[src/rtl/conv_pkg.sv]
// Shared widths, scheduler state encoding and segment-table entry layout for
// the conv_top read scheduler.
package conv_pkg;

  localparam int unsigned ADDR_W         = 6;
  localparam int unsigned DATA_W         = 16;
  localparam int unsigned LEN_W          = 4;
  localparam int unsigned DEF_SEG_MAX    = 16;
  localparam int unsigned DEF_WAIT_W     = 8;
  localparam int unsigned DEF_FIFO_DEPTH = 4;

  typedef enum logic [2:0] {
    IDLE,
    KICK,
    WAIT,
    READ,
    DRAIN,
    DONE
  } sched_state_e;

  typedef struct packed {
    logic [ADDR_W-1:0] start;
    logic [LEN_W-1:0]  len;
  } seg_t;

endpackage

[src/rtl/conv_rd_fifo.sv]
// Synchronous FIFO with occupancy count; push and pop may coincide when full.
module conv_rd_fifo #(
  parameter int unsigned WIDTH = 16,
  parameter int unsigned DEPTH = 4
) (
  input  logic                     clk,
  input  logic                     rst_n,
  input  logic                     push,
  input  logic [WIDTH-1:0]         push_data,
  input  logic                     pop,
  output logic [WIDTH-1:0]         pop_data,
  output logic                     full,
  output logic                     empty,
  output logic [$clog2(DEPTH):0]   count
);

  localparam int unsigned PTR_W = $clog2(DEPTH);
  localparam int unsigned CNT_W = PTR_W + 1;

  logic [WIDTH-1:0] mem [DEPTH];
  logic [PTR_W-1:0] wr_ptr;
  logic [PTR_W-1:0] rd_ptr;
  logic             do_push;
  logic             do_pop;

  assign full     = (count == CNT_W'(DEPTH));
  assign empty    = (count == '0);
  assign do_pop   = pop & ~empty;
  assign do_push  = push & (~full | do_pop);
  // Head is masked so the read port is quiet while nothing is buffered.
  assign pop_data = empty ? '0 : mem[rd_ptr];

  always_ff @(posedge clk) begin
    if (do_push) mem[wr_ptr] <= push_data;
  end

  always_ff @(posedge clk or negedge rst_n) begin
    if (!rst_n) begin
      wr_ptr <= '0;
      rd_ptr <= '0;
      count  <= '0;
    end else begin
      if (do_push) wr_ptr <= wr_ptr + PTR_W'(1);
      if (do_pop)  rd_ptr <= rd_ptr + PTR_W'(1);
      count <= count + CNT_W'(do_push) - CNT_W'(do_pop);
    end
  end

endmodule

[src/rtl/conv_rd_sched.sv]
// Sequences one conv_top run: kick, wait the compute latency, walk the
// segment table issuing one read per word, and return data through a FIFO.
module conv_rd_sched
  import conv_pkg::*;
#(
  parameter int unsigned SEG_MAX    = DEF_SEG_MAX,
  parameter int unsigned WAIT_W     = DEF_WAIT_W,
  parameter int unsigned FIFO_DEPTH = DEF_FIFO_DEPTH
) (
  input  logic                       clk,
  input  logic                       rst_n,
  input  logic                       cfg_we,
  input  logic [$clog2(SEG_MAX)-1:0] cfg_idx,
  input  logic [ADDR_W-1:0]          cfg_start,
  input  logic [LEN_W-1:0]           cfg_len,
  input  logic [$clog2(SEG_MAX):0]   nseg,
  input  logic [WAIT_W-1:0]          wait_cyc,
  input  logic                       start,
  output logic                       busy,
  output logic                       done,
  output logic                       conv_en,
  output logic                       conv_read,
  output logic [ADDR_W-1:0]          conv_addr,
  input  logic [DATA_W-1:0]          conv_data,
  output logic                       out_valid,
  output logic [DATA_W-1:0]          out_data,
  input  logic                       out_ready
);

  localparam int unsigned IDX_W  = $clog2(SEG_MAX);
  localparam int unsigned NSEG_W = IDX_W + 1;
  localparam int unsigned CNT_W  = $clog2(FIFO_DEPTH) + 1;
  localparam int unsigned SUM_W  = CNT_W + 1;

  sched_state_e      state, state_nxt;
  seg_t              tbl [SEG_MAX];
  seg_t              cur;
  logic [NSEG_W-1:0] nseg_q, nseg_nxt;
  logic [WAIT_W-1:0] wcnt_q, wcnt_nxt;
  logic [IDX_W-1:0]  seg_q, seg_nxt;
  logic [ADDR_W-1:0] addr_q, addr_nxt, last_q, last_nxt, cur_addr;
  logic [LEN_W-1:0]  rem_q, rem_nxt, cur_rem;
  logic              fresh_q, fresh_nxt;
  logic              rd_q;
  logic              issue, adv, credit, drained, last_seg, pop;
  logic              fifo_full, fifo_empty;
  logic [CNT_W-1:0]  fifo_count;

  // On the first cycle of a segment the table entry is used directly, so
  // consecutive segments issue back-to-back without a load bubble.
  assign cur      = tbl[seg_q];
  assign cur_addr = fresh_q ? cur.start : addr_q;
  assign cur_rem  = fresh_q ? cur.len   : rem_q;
  assign last_seg = (NSEG_W'(seg_q) + NSEG_W'(1)) == nseg_q;

  assign out_valid = ~fifo_empty;
  assign pop       = out_valid & out_ready;
  assign credit    = fifo_full ? (pop & ~rd_q)
                   : (({1'b0, fifo_count} + SUM_W'(rd_q)) < (SUM_W'(FIFO_DEPTH) + SUM_W'(pop)));
  assign drained   = ~rd_q & (fifo_empty | ((fifo_count == CNT_W'(1)) & pop));

  assign conv_read = issue;
  assign conv_addr = issue ? cur_addr : last_q;

  always_ff @(posedge clk) begin
    if (cfg_we && state == IDLE) tbl[cfg_idx] <= '{start: cfg_start, len: cfg_len};
  end

  always_comb begin
    state_nxt = state;
    nseg_nxt  = nseg_q;
    wcnt_nxt  = wcnt_q;
    seg_nxt   = seg_q;
    addr_nxt  = addr_q;
    rem_nxt   = rem_q;
    fresh_nxt = fresh_q;
    last_nxt  = last_q;
    issue     = 1'b0;
    adv       = 1'b0;
    case (state)
      IDLE: begin
        if (start) begin
          state_nxt = KICK;
          nseg_nxt  = nseg;
          wcnt_nxt  = wait_cyc;
        end
      end
      KICK: state_nxt = WAIT;
      WAIT: begin
        if (wcnt_q <= WAIT_W'(1)) begin
          state_nxt = (nseg_q == '0) ? DRAIN : READ;
          seg_nxt   = '0;
          fresh_nxt = 1'b1;
        end else begin
          wcnt_nxt = wcnt_q - WAIT_W'(1);
        end
      end
      READ: begin
        addr_nxt  = cur_addr;
        rem_nxt   = cur_rem;
        fresh_nxt = 1'b0;
        if (cur_rem == '0) begin
          adv = 1'b1;
        end else if (credit) begin
          issue    = 1'b1;
          last_nxt = cur_addr;
          addr_nxt = cur_addr + ADDR_W'(1);
          rem_nxt  = cur_rem - LEN_W'(1);
          adv      = (cur_rem == LEN_W'(1));
        end
        if (adv) begin
          if (last_seg) begin
            state_nxt = DRAIN;
          end else begin
            seg_nxt   = seg_q + IDX_W'(1);
            fresh_nxt = 1'b1;
          end
        end
      end
      DRAIN:   if (drained) state_nxt = DONE;
      DONE:    state_nxt = IDLE;
      default: state_nxt = IDLE;
    endcase
  end

  always_ff @(posedge clk or negedge rst_n) begin
    if (!rst_n) begin
      state   <= IDLE;
      nseg_q  <= '0;
      wcnt_q  <= '0;
      seg_q   <= '0;
      addr_q  <= '0;
      rem_q   <= '0;
      fresh_q <= 1'b0;
      last_q  <= '0;
      rd_q    <= 1'b0;
      busy    <= 1'b0;
      done    <= 1'b0;
      conv_en <= 1'b0;
    end else begin
      state   <= state_nxt;
      nseg_q  <= nseg_nxt;
      wcnt_q  <= wcnt_nxt;
      seg_q   <= seg_nxt;
      addr_q  <= addr_nxt;
      rem_q   <= rem_nxt;
      fresh_q <= fresh_nxt;
      last_q  <= last_nxt;
      rd_q    <= issue;
      busy    <= (state_nxt != IDLE);
      done    <= (state_nxt == DONE);
      conv_en <= (state_nxt == KICK);
    end
  end

  conv_rd_fifo #(
    .WIDTH (DATA_W),
    .DEPTH (FIFO_DEPTH)
  ) u_fifo (
    .clk       (clk),
    .rst_n     (rst_n),
    .push      (rd_q),
    .push_data (conv_data),
    .pop       (pop),
    .pop_data  (out_data),
    .full      (fifo_full),
    .empty     (fifo_empty),
    .count     (fifo_count)
  );

endmodule

[config.mk]
export PLATFORM = sky130hd
export DESIGN_NAME = conv_rd_sched
export DESIGN_NICKNAME = d
export VERILOG_FILES = /design/src/rtl/conv_pkg.sv /design/src/rtl/conv_rd_fifo.sv /design/src/rtl/conv_rd_sched.sv
export SDC_FILE = /design/constraint.sdc
export NUM_CORES = 1
export LEC_CHECK = 0
export BUFFER_PORTS_ARGS = -buffer_cell sky130_fd_sc_hd__buf_4
export CORE_MARGIN = 2
export CORE_UTILIZATION = 40
export DETAILED_ROUTE_END_ITERATION = 12
export PLACE_DENSITY = 0.66
export SKIP_LAST_GASP = 1
export SLEW_MARGIN = 10
export SYNTH_ARGS = -nofsm -noshare
export SYNTH_HDL_FRONTEND = slang
export SYNTH_SLANG_ARGS = --single-unit
[constraint.sdc]
create_clock -name clk -period 6.3 [get_ports clk]
set_input_delay 0.945 -clock clk [delete_from_list [all_inputs] [get_ports clk]]
set_output_delay 0.945 -clock clk [all_outputs]
set_load 0.02 [all_outputs]
==> results of run 1 <==
path summary, 6_finish.rpt:
| check | from | to | slack [ns] | cells after the start |
|---|---|---|---|---|
| setup / recovery | seg_q[0] | conv_addr[2] | 0.89 | 10 |
| hold / removal | rst_n | wcnt_q[4] | 0.42 | 1 |
| setup reg to reg | seg_q[0] | seg_q[3] | 2.30 | 10 |
| hold reg to reg | addr_q[4] | addr_q[4] | 0.49 | 2 |
| max in group asynchronous | rst_n | seg_q[0] | 5.42 | 1 |
| min in group clk | addr_q[4] | addr_q[4] | 0.49 | 2 |
logic make-up after synthesis:
kind of cell / share of synthesized area [%]
xor+xnor: 0.9188
mux: 13.22
fa+ha+maj: 1.925
buf+inv: 1.925
simple gates: 7.504
flops: 69.31
compound gates: 5.196
where the power goes:
| part | switching [µW] | internal, µW |
|---|---|---|
| Clock | 681 | 954 |
| Combinational | 1000 | 904 |
| Sequential | 263 | 2150 |
| Total | 1950 | 4010 |
state kept, by name, summed over array words and instances (netlist names), 4 cells and up:
name	flops
addr_q	6
last_q	6
nseg_q	5
rem_q	4
seg_q	4
tbl	160
u_fifo.mem	64
wcnt_q	8
Yosys cell counts (5+ instances only):
| library cell | n | share of area [%] |
|---|---|---|
| sky130_fd_sc_hd__nand3_1 | 7 | 0.31 |
| sky130_fd_sc_hd__inv_1 | 17 | 0.56 |
| sky130_fd_sc_hd__mux4_1 | 5 | 1.1 |
| sky130_fd_sc_hd__ha_1 | 16 | 1.8 |
| sky130_fd_sc_hd__mux2i_1 | 21 | 1.8 |
| sky130_fd_sc_hd__a21oi_1 | 11 | 0.48 |
| sky130_fd_sc_hd__nor3_1 | 11 | 0.48 |
| sky130_fd_sc_hd__xor2_1 | 6 | 0.46 |
| sky130_fd_sc_hd__nand2_1 | 44 | 1.4 |
| sky130_fd_sc_hd__nor4_1 | 5 | 0.27 |
| sky130_fd_sc_hd__or2_2 | 5 | 0.27 |
| sky130_fd_sc_hd__dfrtp_1 | 48 | 11 |
| sky130_fd_sc_hd__buf_2 | 5 | 0.22 |
| sky130_fd_sc_hd__nor2_1 | 38 | 1.2 |
| sky130_fd_sc_hd__and2_1 | 29 | 1.6 |
| sky130_fd_sc_hd__o221ai_1 | 8 | 0.61 |
| sky130_fd_sc_hd__edfxtp_1 | 224 | 59 |
| sky130_fd_sc_hd__o21ai_0 | 31 | 1.4 |
| sky130_fd_sc_hd__clkbuf_1 | 18 | 0.59 |
| sky130_fd_sc_hd__xnor2_1 | 6 | 0.46 |
| sky130_fd_sc_hd__mux4_2 | 43 | 8.5 |
| sky130_fd_sc_hd__mux2_2 | 16 | 1.6 |
| sky130_fd_sc_hd__nand2b_1 | 9 | 0.49 |
layer usage:
layer  track usage [%]  share of wire [%]
met2             25.60                 47
met3             2.902                6.7
met1             22.72                 44
met4             3.849                1.6
met5                 0                  0
layout make-up:
cell class,count,area share (%)
clock buffer,37,5.799
inverter,18,0.5051
timing repair buffer,91,5.107
sequential,272,59.27
tap,378,3.536
multi-input combinational,371,24.64
clock inverter,17,1.141
worst register-to-register path, delay by kind of cell, from the launching register on:
family	cells	cell delay, ns
fa+ha+maj	1	0.22
flops	1	1.01
simple gates	2	0.75
mux	1	0.56
compound gates	4	0.70
buf+inv	2	0.66
placed cells by master (no fill, tap or decap), types with 17 or more instances in the layout:
master / netlist / routed
sky130_fd_sc_hd__and2_1: 29 / 29
sky130_fd_sc_hd__buf_4: 3 / 91
sky130_fd_sc_hd__clkbuf_16: 0 / 29
sky130_fd_sc_hd__dfrtp_1: 48 / 47
sky130_fd_sc_hd__edfxtp_1: 224 / 224
sky130_fd_sc_hd__inv_1: 17 / 17
sky130_fd_sc_hd__mux2i_1: 21 / 21
sky130_fd_sc_hd__mux4_2: 43 / 43
sky130_fd_sc_hd__nand2_1: 44 / 44
sky130_fd_sc_hd__nor2_1: 38 / 36
sky130_fd_sc_hd__o21ai_0: 31 / 31
per-stage QoR:
step	power (µW)	instance area [µm²]	utilization, %	setup slack, ns	hold slack [ns]
final	5956	13380	47.89	0.8940	0.4244
after floorplan	3788	11440	-	1.952	0.4407
after detailed placement	4370	12450	44.56	1.385	0.4735
after global placement	4333	12440	44.54	1.493	0.4576
after CTS	6015	13380	47.89	0.8198	0.4294
after global routing	6304	13380	47.89	0.4842	0.4656
==> flow_metrics.env, run 1 <==
export IMPL_rsz_0062_raised_after_global_routing="false"
export IMPL_clock_sink_count=272
export IMPL_num_io_pins=75
export IMPL_setup_viol=0
export IMPL_worst_setup_path_type="register to output port"
export IMPL_syn_nets=756
export IMPL_core_region_area_mm2=0.02793
export IMPL_worst_setup_path_start_kind="register"
export IMPL_ys_flop_type="sky130_fd_sc_hd__edfxtp_1"
export IMPL_grt_total_usage_pct=15.95
export IMPL_synth_avg_cell_area_um2=16.55
export IMPL_layout_filler_cells=2418
export IMPL_dp_final_hpwl_um=15300
export IMPL_report_final_hold_viol_count=0
export IMPL_cp_top_family="flip-flops"
export IMPL_routed_length_per_placed_instance_um=20.23
export IMPL_stdcell_count=1184
export IMPL_cts_tree="yes"
export IMPL_design_die_area_mm2=0.02997
export IMPL_crit_path_max_incr_delay_ns=1.01
export IMPL_via_count_of_the_first_global_routing_pass=6304
export IMPL_ant_nets=0
export IMPL_power_per_cell_area_mw_per_mm2=445.2
export IMPL_postSynthRegisterBits=272
export IMPL_postSynthCellCount=691
export IMPL_crit_path_max_fanout=34
export IMPL_yosysUniqueCellTypes=61
export IMPL_timing_critical_path_mode_cell="sky130_fd_sc_hd__buf_4"
export IMPL_area_of_combinational_cells_with_multiple_inputs_mm2=0.003296
export IMPL_vdd_drop_max_v=0.0002510
export IMPL_post_cts_setup_buffer_count=0
export IMPL_clock_root_buffer="sky130_fd_sc_hd__clkbuf_16"
export IMPL_finalCriticalPeriod_ns=5.406
export IMPL_die_height_um=173.1
export IMPL_final_setup_skew_ns=0.02360
export IMPL_insertedDiodeCount=0
export IMPL_final_max_slew_violation_count=0
export IMPL_number_of_flops_mapped_to_enable_cells_by_yosys=224
export IMPL_post_route_period_util_pct=85.81
export IMPL_flow_area_growth_from_synthesis_pct=16.94
export IMPL_place_gp_congestion=0.7990
export IMPL_path_cells="buf_4, mux4_2, nand2_1, a31oi_1, inv_1, ha_1, o311ai_1, nand4_1, mux2_2, buf_4"
export IMPL_fmax_ghz=0.1850
export IMPL_post_cts_hold_buffer_count=0
export IMPL_timing_critical_path_to_type="output port"
export IMPL_maxSlewHeadroom_pct=23.56
export IMPL_insertion_delay_ns=0.55
export IMPL_port_buffer_count=74
export IMPL_floorplan_die_width_um=173.1
export IMPL_drt_first_pass_iters=8
export IMPL_leakage_uw=0.004715
export IMPL_htree_num_levels=1
export IMPL_worstPathArrival_ns=4.46
export IMPL_cp_required_ns=5.35
export IMPL_final_layout_size_suffix_gt1_share_pct=26.05
export IMPL_drt_drc_violations_left=0
export IMPL_drtIter0Drc=672
export IMPL_post_synthesis_cell_area_mm2=0.01144
export IMPL_critical_path_buffer_and_inverter_count=3
export IMPL_routed_wirelength_um=23950
export IMPL_status="complete, no violations"
export IMPL_post_cts_resize_count=0
export IMPL_postSynth_asyncResetShare_pct=17.65
export IMPL_synth_warning_count=0
export IMPL_number_of_antenna_violations_at_the_first_check_in_global_routing=0
export IMPL_grt_overflow_total=0
export IMPL_register_area_mm2=0.007929
export IMPL_grt_max_degree=49
export IMPL_num_nets_final=848
export IMPL_cap_viol_max_count=0
export IMPL_cts_inserted_buffers=29
export IMPL_synth_seq_area_share_pct=69.31
export IMPL_detailroute_via_count=6294
export IMPL_initial_core_util_pct=40.95
export IMPL_placementRows=61
export IMPL_placed_cells=1130
export IMPL_drt_vias_per_instance=5.316
export IMPL_crit_slowest_cell="sky130_fd_sc_hd__dfrtp_2"
export IMPL_hold_path_class="input pin to async pin"
export IMPL_clk_path_buf_depth=3
export IMPL_grt_first_pass_wirelength_um=37030
export IMPL_worst_setup_hold_path_clk_slew_ns=0.06
export IMPL_fin_tns_setup_ns=0
export IMPL_worst_tran_pin_value_ns=1.142
(Power assumes the default switching activity.)
==> run 2: changes to the inputs <==
--- a/config.mk
+++ b/config.mk
@@ -10,6 +10,7 @@
 export CORE_UTILIZATION = 40
 export DETAILED_ROUTE_END_ITERATION = 12
 export PLACE_DENSITY = 0.66
+export RECOVER_POWER = 50
 export SKIP_LAST_GASP = 1
 export SLEW_MARGIN = 10
 export SYNTH_ARGS = -nofsm -noshare
==> flow_metrics.env, run 2 (synthesis gave the netlist of run 1 again) <==
export IMPL_layout_cell_area_non_filler_mm2=0.01327
export IMPL_worstPathArrival_ns=4.45
export IMPL_grt_first_pass_wirelength_um=37030
export IMPL_final_common_cell="sky130_fd_sc_hd__edfxtp_1"
export IMPL_final_setup_skew_ns=0.02321
export IMPL_layout_filler_cells=2430
export IMPL_number_of_antenna_violations_at_the_first_check_in_global_routing=1
export IMPL_grt_max_degree=49
export IMPL_leakage_uw=0.004603
export IMPL_post_cts_resize_count=0
export IMPL_dp_final_hpwl_um=15300
export IMPL_status="finished, violations left"
export IMPL_core_region_area_mm2=0.02793
export IMPL_most_flops_register="tbl"
export IMPL_die_height_um=173.1
export IMPL_post_cts_setup_buffer_count=0
export IMPL_drt_first_pass_iters=5
export IMPL_drt_drc_violations_left=0
export IMPL_place_area_mm2=0.01245
export IMPL_finalCriticalPeriod_ns=5.398
export IMPL_routed_wirelength_um=23950
export IMPL_placementRows=61
export IMPL_cap_viol_max_count=1
export IMPL_setup_viol=0
export IMPL_worst_tran_pin_value_ns=2.677
export IMPL_maxSlewHeadroom_pct=-78.49
export IMPL_timing_critical_path_to_type="output port"
export IMPL_worst_hold_slack_ns=0.4861
export IMPL_design_die_area_mm2=0.02997
export IMPL_worst_setup_hold_path_clk_slew_ns=0.06
export IMPL_worst_setup_path_type="register to output port"
export IMPL_crit_path_max_fanout=34
export IMPL_final_max_slew_violation_count=49
export IMPL_floorplan_die_width_um=173.1
export IMPL_drtIter0Drc=681
export IMPL_rsz_0062_raised_after_global_routing="false"
export IMPL_fmax_ghz=0.1853
export IMPL_port_buffer_count=74
export IMPL_place_gp_congestion=0.7990
export IMPL_grt_overflow_total=0
export IMPL_clock_sink_count=272
export IMPL_cp_required_ns=5.35
export IMPL_via_count_of_the_first_global_routing_pass=6304
export IMPL_insertion_delay_ns=0.55
export IMPL_clk_path_buf_depth=3
export IMPL_flow_area_growth_from_synthesis_pct=15.98
export IMPL_largest_register_ff_count=160
export IMPL_post_cts_hold_buffer_count=0
export IMPL_layout_cells_most_common_list="sky130_fd_sc_hd__edfxtp_1 (224), sky130_fd_sc_hd__buf_4 (61), sky130_fd_sc_hd__dfrtp_1 (47), sky130_fd_sc_hd__nand2_1 (44), sky130_fd_sc_hd__mux4_2 (43)"
export IMPL_cts_tree="yes"
export IMPL_worst_setup_path_start_kind="register"
export IMPL_post_route_period_util_pct=85.68
export IMPL_power_per_cell_area_mw_per_mm2=448.2
export IMPL_layout_top_registers="tbl: 160 flops, u_fifo.mem: 64 flops, wcnt_q: 8 flops"
export IMPL_ant_nets=0
export IMPL_register_area_mm2=0.007929
export IMPL_num_io_pins=75
export IMPL_htree_num_levels=1
export IMPL_detailroute_via_count=6287
export IMPL_fin_tns_setup_ns=0
export IMPL_report_final_hold_viol_count=0
export IMPL_initial_core_util_pct=40.95
export IMPL_cts_inserted_buffers=29
export IMPL_final_layout_size_suffix_gt1_share_pct=22.33
export IMPL_postLayoutCoreUtil_pct=47.49
export IMPL_area_of_combinational_cells_with_multiple_inputs_mm2=0.003296
export IMPL_hold_path_class="register to register"
export IMPL_clock_root_buffer="sky130_fd_sc_hd__clkbuf_16"
export IMPL_num_nets_final=848
export IMPL_drt_vias_per_instance=5.305
export IMPL_failed_checks="max-capacitance violations, max-slew violations"
export IMPL_vdd_drop_max_v=0.0002528
export IMPL_grt_total_usage_pct=15.95
export IMPL_routed_length_per_placed_instance_um=20.21
run 2: path summary, 6_finish.rpt:
kind	startpoint	end	slack, ns	depth (start not counted)
setup / recovery	seg_q[0]	conv_addr[2]	0.90	10
min in group asynchronous	rst_n	wcnt_q[4]	1.25	1
max in group asynchronous	rst_n	seg_q[0]	3.33	1
hold reg to reg	addr_q[4]	addr_q[4]	0.49	2
hold / removal	addr_q[4]	addr_q[4]	0.49	2
setup reg to reg	seg_q[0]	seg_q[3]	2.29	10
run 2: area by class of cell:
class | count | share of cell area (%)
Sequential cell | 272 | 59.77
Multi-Input combinational cell | 371 | 24.84
Clock buffer | 37 | 5.847
Timing Repair Buffer | 91 | 4.301
Tap cell | 378 | 3.565
Clock inverter | 17 | 1.151
Inverter | 18 | 0.5093
Antenna cell | 1 | 0.01886
run 2: where the power goes:
group          total, µW  internal (µW)  switching (µW)
clock               1640            954             681
sequential          2420           2150             265
combinational       1900            892            1000
total               5950           4000            1950
run 2: per-layer routing:
layer  global-route usage (%)  share of wire (%)  up-vias  routed length [µm]
met4                    3.849                1.7        0                 400
met2                    25.60                 47      177               11280
met5                        0                  0        -                   0
li1                         -                  -     2886                   -
met3                    2.902                6.2       36                1473
met1                    22.72                 45     3188               10800
run 2: critical path, cell delays in order (launching register included):
cell and delay (ns):
sky130_fd_sc_hd__dfrtp_2 1.02, sky130_fd_sc_hd__buf_4 0.51, sky130_fd_sc_hd__mux4_2 0.29, sky130_fd_sc_hd__nand2_1 0.05
sky130_fd_sc_hd__a31oi_1 0.27, sky130_fd_sc_hd__inv_1 0.12, sky130_fd_sc_hd__ha_1 0.24, sky130_fd_sc_hd__o311ai_1 0.18
sky130_fd_sc_hd__nand4_1 0.56, sky130_fd_sc_hd__mux2_2 0.48, sky130_fd_sc_hd__buf_4 0.16
run 2: metrics by stage:
stage	cells	setup WS, ns	power (µW)
detailed placement	1130	1.385	4370
global route	1184	0.4842	6293
floorplan	691	1.952	3788
CTS	1184	0.8198	6015
finish	1185	0.9020	5946
global placement	1130	1.493	4333
==> run 3: changes to the inputs <==
--- a/config.mk
+++ b/config.mk
@@ -15,4 +15,5 @@
 export SLEW_MARGIN = 10
 export SYNTH_ARGS = -nofsm -noshare
 export SYNTH_HDL_FRONTEND = slang
+export SYNTH_HIERARCHICAL = 1
 export SYNTH_SLANG_ARGS = --single-unit
==> flow_metrics.env, run 3 <==
export IMPL_ant_nets=0
export IMPL_layout_top_registers="tbl: 160 flops, u_fifo/mem: 64 flops, wcnt_q: 8 flops"
export IMPL_power_per_cell_area_mw_per_mm2=443.0
export IMPL_cp_required_ns=5.35
export IMPL_insertedDiodeCount=0
export IMPL_share_seq_of_total_power_pct=40.1
export IMPL_fmax_ghz=0.2011
export IMPL_postSynthCellCount=687
export IMPL_number_of_antenna_violations_at_the_first_check_in_global_routing=1
export IMPL_netSwitchingFraction_pct=32.96
export IMPL_detailroute_via_count=6229
export IMPL_number_of_flops_mapped_to_enable_cells_by_yosys=224
export IMPL_intPower_uw=3947
export IMPL_via_count_of_the_first_global_routing_pass=6285
export IMPL_post_synthesis_cell_area_mm2=0.01157
export IMPL_post_route_period_util_pct=78.93
export IMPL_cap_viol_max_count=1
export IMPL_synth_top_area_cell="sky130_fd_sc_hd__edfxtp_1"
export IMPL_vdd_drop_max_v=0.0001937
export IMPL_die_height_um=174.0
export IMPL_drtIter0Drc=511
export IMPL_drt_drc_violations_left=0
export IMPL_yosys_area_top_type_share_pct=58.16
export IMPL_flow_area_growth_from_synthesis_pct=14.93
export IMPL_post_synth_top_count_cell="sky130_fd_sc_hd__edfxtp_1"
export IMPL_routed_length_per_placed_instance_um=19.91
export IMPL_maxSlewHeadroom_pct=-79.58
export IMPL_combPwrFrac_pct=33.4
export IMPL_postLayoutCoreUtil_pct=46.44
export IMPL_grt_max_degree=49
export IMPL_htree_num_levels=1
export IMPL_num_io_pins=75
export IMPL_routed_wirelength_um=23570
export IMPL_layout_cells_most_common_list="sky130_fd_sc_hd__edfxtp_1 (224), sky130_fd_sc_hd__buf_4 (60), sky130_fd_sc_hd__mux4_2 (46), sky130_fd_sc_hd__dfrtp_1 (46), sky130_fd_sc_hd__nor2_1 (42)"
export IMPL_dp_final_hpwl_um=15730
export IMPL_place_gp_congestion=0.7967
export IMPL_clk_path_buf_depth=3
export IMPL_share_clk_of_total_power_pct=26.4
export IMPL_status="finished, violations left"
export IMPL_synth_seq_area_share_pct=68.54
export IMPL_ys_top_cells_by_count="sky130_fd_sc_hd__edfxtp_1 (224), sky130_fd_sc_hd__dfrtp_1 (48), sky130_fd_sc_hd__mux4_2 (46)"
export IMPL_grt_total_usage_pct=15.89
export IMPL_placementRows=62
export IMPL_clock_root_buffer="sky130_fd_sc_hd__clkbuf_16"
export IMPL_setup_slack_ns=1.327
export IMPL_synth_avg_cell_area_um2=16.84
export IMPL_final_layout_size_suffix_gt1_share_pct=22.88
export IMPL_timing_critical_path_to_type="output port"
export IMPL_grt_overflow_total=0
export IMPL_failed_checks="max-capacitance violations, max-slew violations"
export IMPL_clock_sink_count=272
export IMPL_insertion_delay_ns=0.52
export IMPL_grt_first_pass_wirelength_um=37370
export IMPL_post_cts_resize_count=0
export IMPL_initial_core_util_pct=40.41
export IMPL_post_cts_setup_buffer_count=0
export IMPL_syn_nets=750
export IMPL_crit_path_max_fanout=13
export IMPL_worst_tran_pin_value_ns=2.694
export IMPL_worstPathArrival_ns=4.03
export IMPL_worst_setup_path_start_kind="register"
export IMPL_drt_first_pass_iters=4
export IMPL_design_die_area_mm2=0.03029
export IMPL_yosysUniqueCellTypes=69
export IMPL_layout_filler_cells=2458
export IMPL_core_region_area_mm2=0.02863
export IMPL_worst_hold_slack_ns=0.4948
export IMPL_hold_path_class="register to register"
export IMPL_port_buffer_count=74
export IMPL_synth_warning_count=6
export IMPL_setup_viol=0
export IMPL_final_common_cell="sky130_fd_sc_hd__edfxtp_1"
export IMPL_p_total_uw=5888
export IMPL_rsz_0062_raised_after_global_routing="false"
export IMPL_dp_slack_ns=1.814
export IMPL_fin_tns_setup_ns=0
export IMPL_report_final_hold_viol_count=0
export IMPL_largest_register_ff_count=160
export IMPL_worst_setup_path_type="register to output port"
export IMPL_most_flops_register="tbl"
export IMPL_drt_vias_per_instance=5.261
export IMPL_leakage_uw=0.004575
export IMPL_worst_setup_hold_path_clk_slew_ns=0.06
export IMPL_floorplan_die_width_um=174.0
export IMPL_postSynthRegisterBits=272
export IMPL_post_cts_hold_buffer_count=0
export IMPL_power_net_switching_uw=1941
export IMPL_final_setup_skew_ns=0.006793
export IMPL_ys_top_cells_by_area="sky130_fd_sc_hd__edfxtp_1 (58%), sky130_fd_sc_hd__dfrtp_1 (10%), sky130_fd_sc_hd__mux4_2 (9.0%), sky130_fd_sc_hd__mux2i_1 (2.0%), sky130_fd_sc_hd__ha_1 (1.5%)"
export IMPL_postSynth_asyncResetShare_pct=17.65
export IMPL_ys_flop_type="sky130_fd_sc_hd__edfxtp_1"
export IMPL_final_max_slew_violation_count=49
export IMPL_num_nets_final=843
export IMPL_cts_inserted_buffers=28
export IMPL_cts_tree="yes"
export IMPL_finalCriticalPeriod_ns=4.973
-- run 3: cell count changes after synthesis, moves of 7 or more --
cell                       change
sky130_fd_sc_hd__and2_1       -28
sky130_fd_sc_hd__nand2_1       -8
sky130_fd_sc_hd__nor2b_1      +15
sky130_fd_sc_hd__o221ai_1      -7
sky130_fd_sc_hd__clkbuf_1     -10
sky130_fd_sc_hd__xnor2_1       +7
-- run 3: cell type report --
class,count,area [µm²],share of cell area [%]
Sequential cell,272,7930,59.66
Multi-Input combinational cell,371,3383,25.45
Clock buffer,34,744.5,5.601
Timing Repair Buffer,91,566.8,4.264
Tap cell,384,480.5,3.614
Clock inverter,16,127.6,0.9601
Inverter,16,60.06,0.4518
-- run 3: per-stage QoR --
stage | area [µm²] | cells
final | 13290 | 1184
after global routing | 13290 | 1184
after CTS | 13420 | 1184
after detailed placement | 12550 | 1134
after global placement | 12550 | 1134
after floorplan | 11570 | 687
-- run 3: worst max-delay path, stage by stage (launching register included) --
cell and delay [ns]:
sky130_fd_sc_hd__dfrtp_2 0.62, sky130_fd_sc_hd__mux4_2 0.56, sky130_fd_sc_hd__mux2i_1 0.19, sky130_fd_sc_hd__o22ai_1 0.11, sky130_fd_sc_hd__a21oi_1 0.34, sky130_fd_sc_hd__ha_1 0.29
sky130_fd_sc_hd__inv_1 0.07, sky130_fd_sc_hd__or4_4 0.58, sky130_fd_sc_hd__nand3_4 0.15, sky130_fd_sc_hd__nor2_4 0.08, sky130_fd_sc_hd__mux2_4 0.34, sky130_fd_sc_hd__buf_4 0.16
-- run 3: kinds of logic (layout without fill, tap and decap cells) --
logic type,Yosys count,in the layout,synth area share (%)
DFF,272,272,68.54
xor gates and xnor gates,15,15,1.136
and+or+nand+nor,166,166,7.800
adders and majority gates,15,15,1.688
buffers and inverters,44,157,2.163
AOI/OAI and AO/OA,84,84,4.901
muxes,91,91,13.77
-- run 3: final timing paths --
kind	start	end	slack [ns]	cells past startpoint
max	seg_q[0]	conv_addr[4]	1.33	11
min	rem_q[0]	rem_q[0]	0.49	2
max reg2reg	seg_q[0]	last_q[4]	2.83	10
min reg2reg	rem_q[0]	rem_q[0]	0.49	2
max in group asynchronous	rst_n	seg_q[1]	3.29	1
min in group asynchronous	rst_n	wcnt_q[1]	1.27	1
-- run 3: per-layer routing --
metal	up-vias	wire (µm)	share of wire (%)	GRT usage [%]
met5	-	13	0.055	0
met4	2	342	1.5	2.801
met3	31	1442	6.1	3.325
met2	168	10930	46	24.40
met1	3154	10840	46	23.79
li1	2874	-	-	-
-- run 3: power by group through the flow --
stage               registers [µW]  clock network, µW  logic (µW)
finish                        2360               1560        1970
global route                  2400               1680        2170
CTS                           2370               1590        2000
detailed placement            2400                  0        1990
global placement              2400                  0        1970
floorplan                     2270                  0        1550
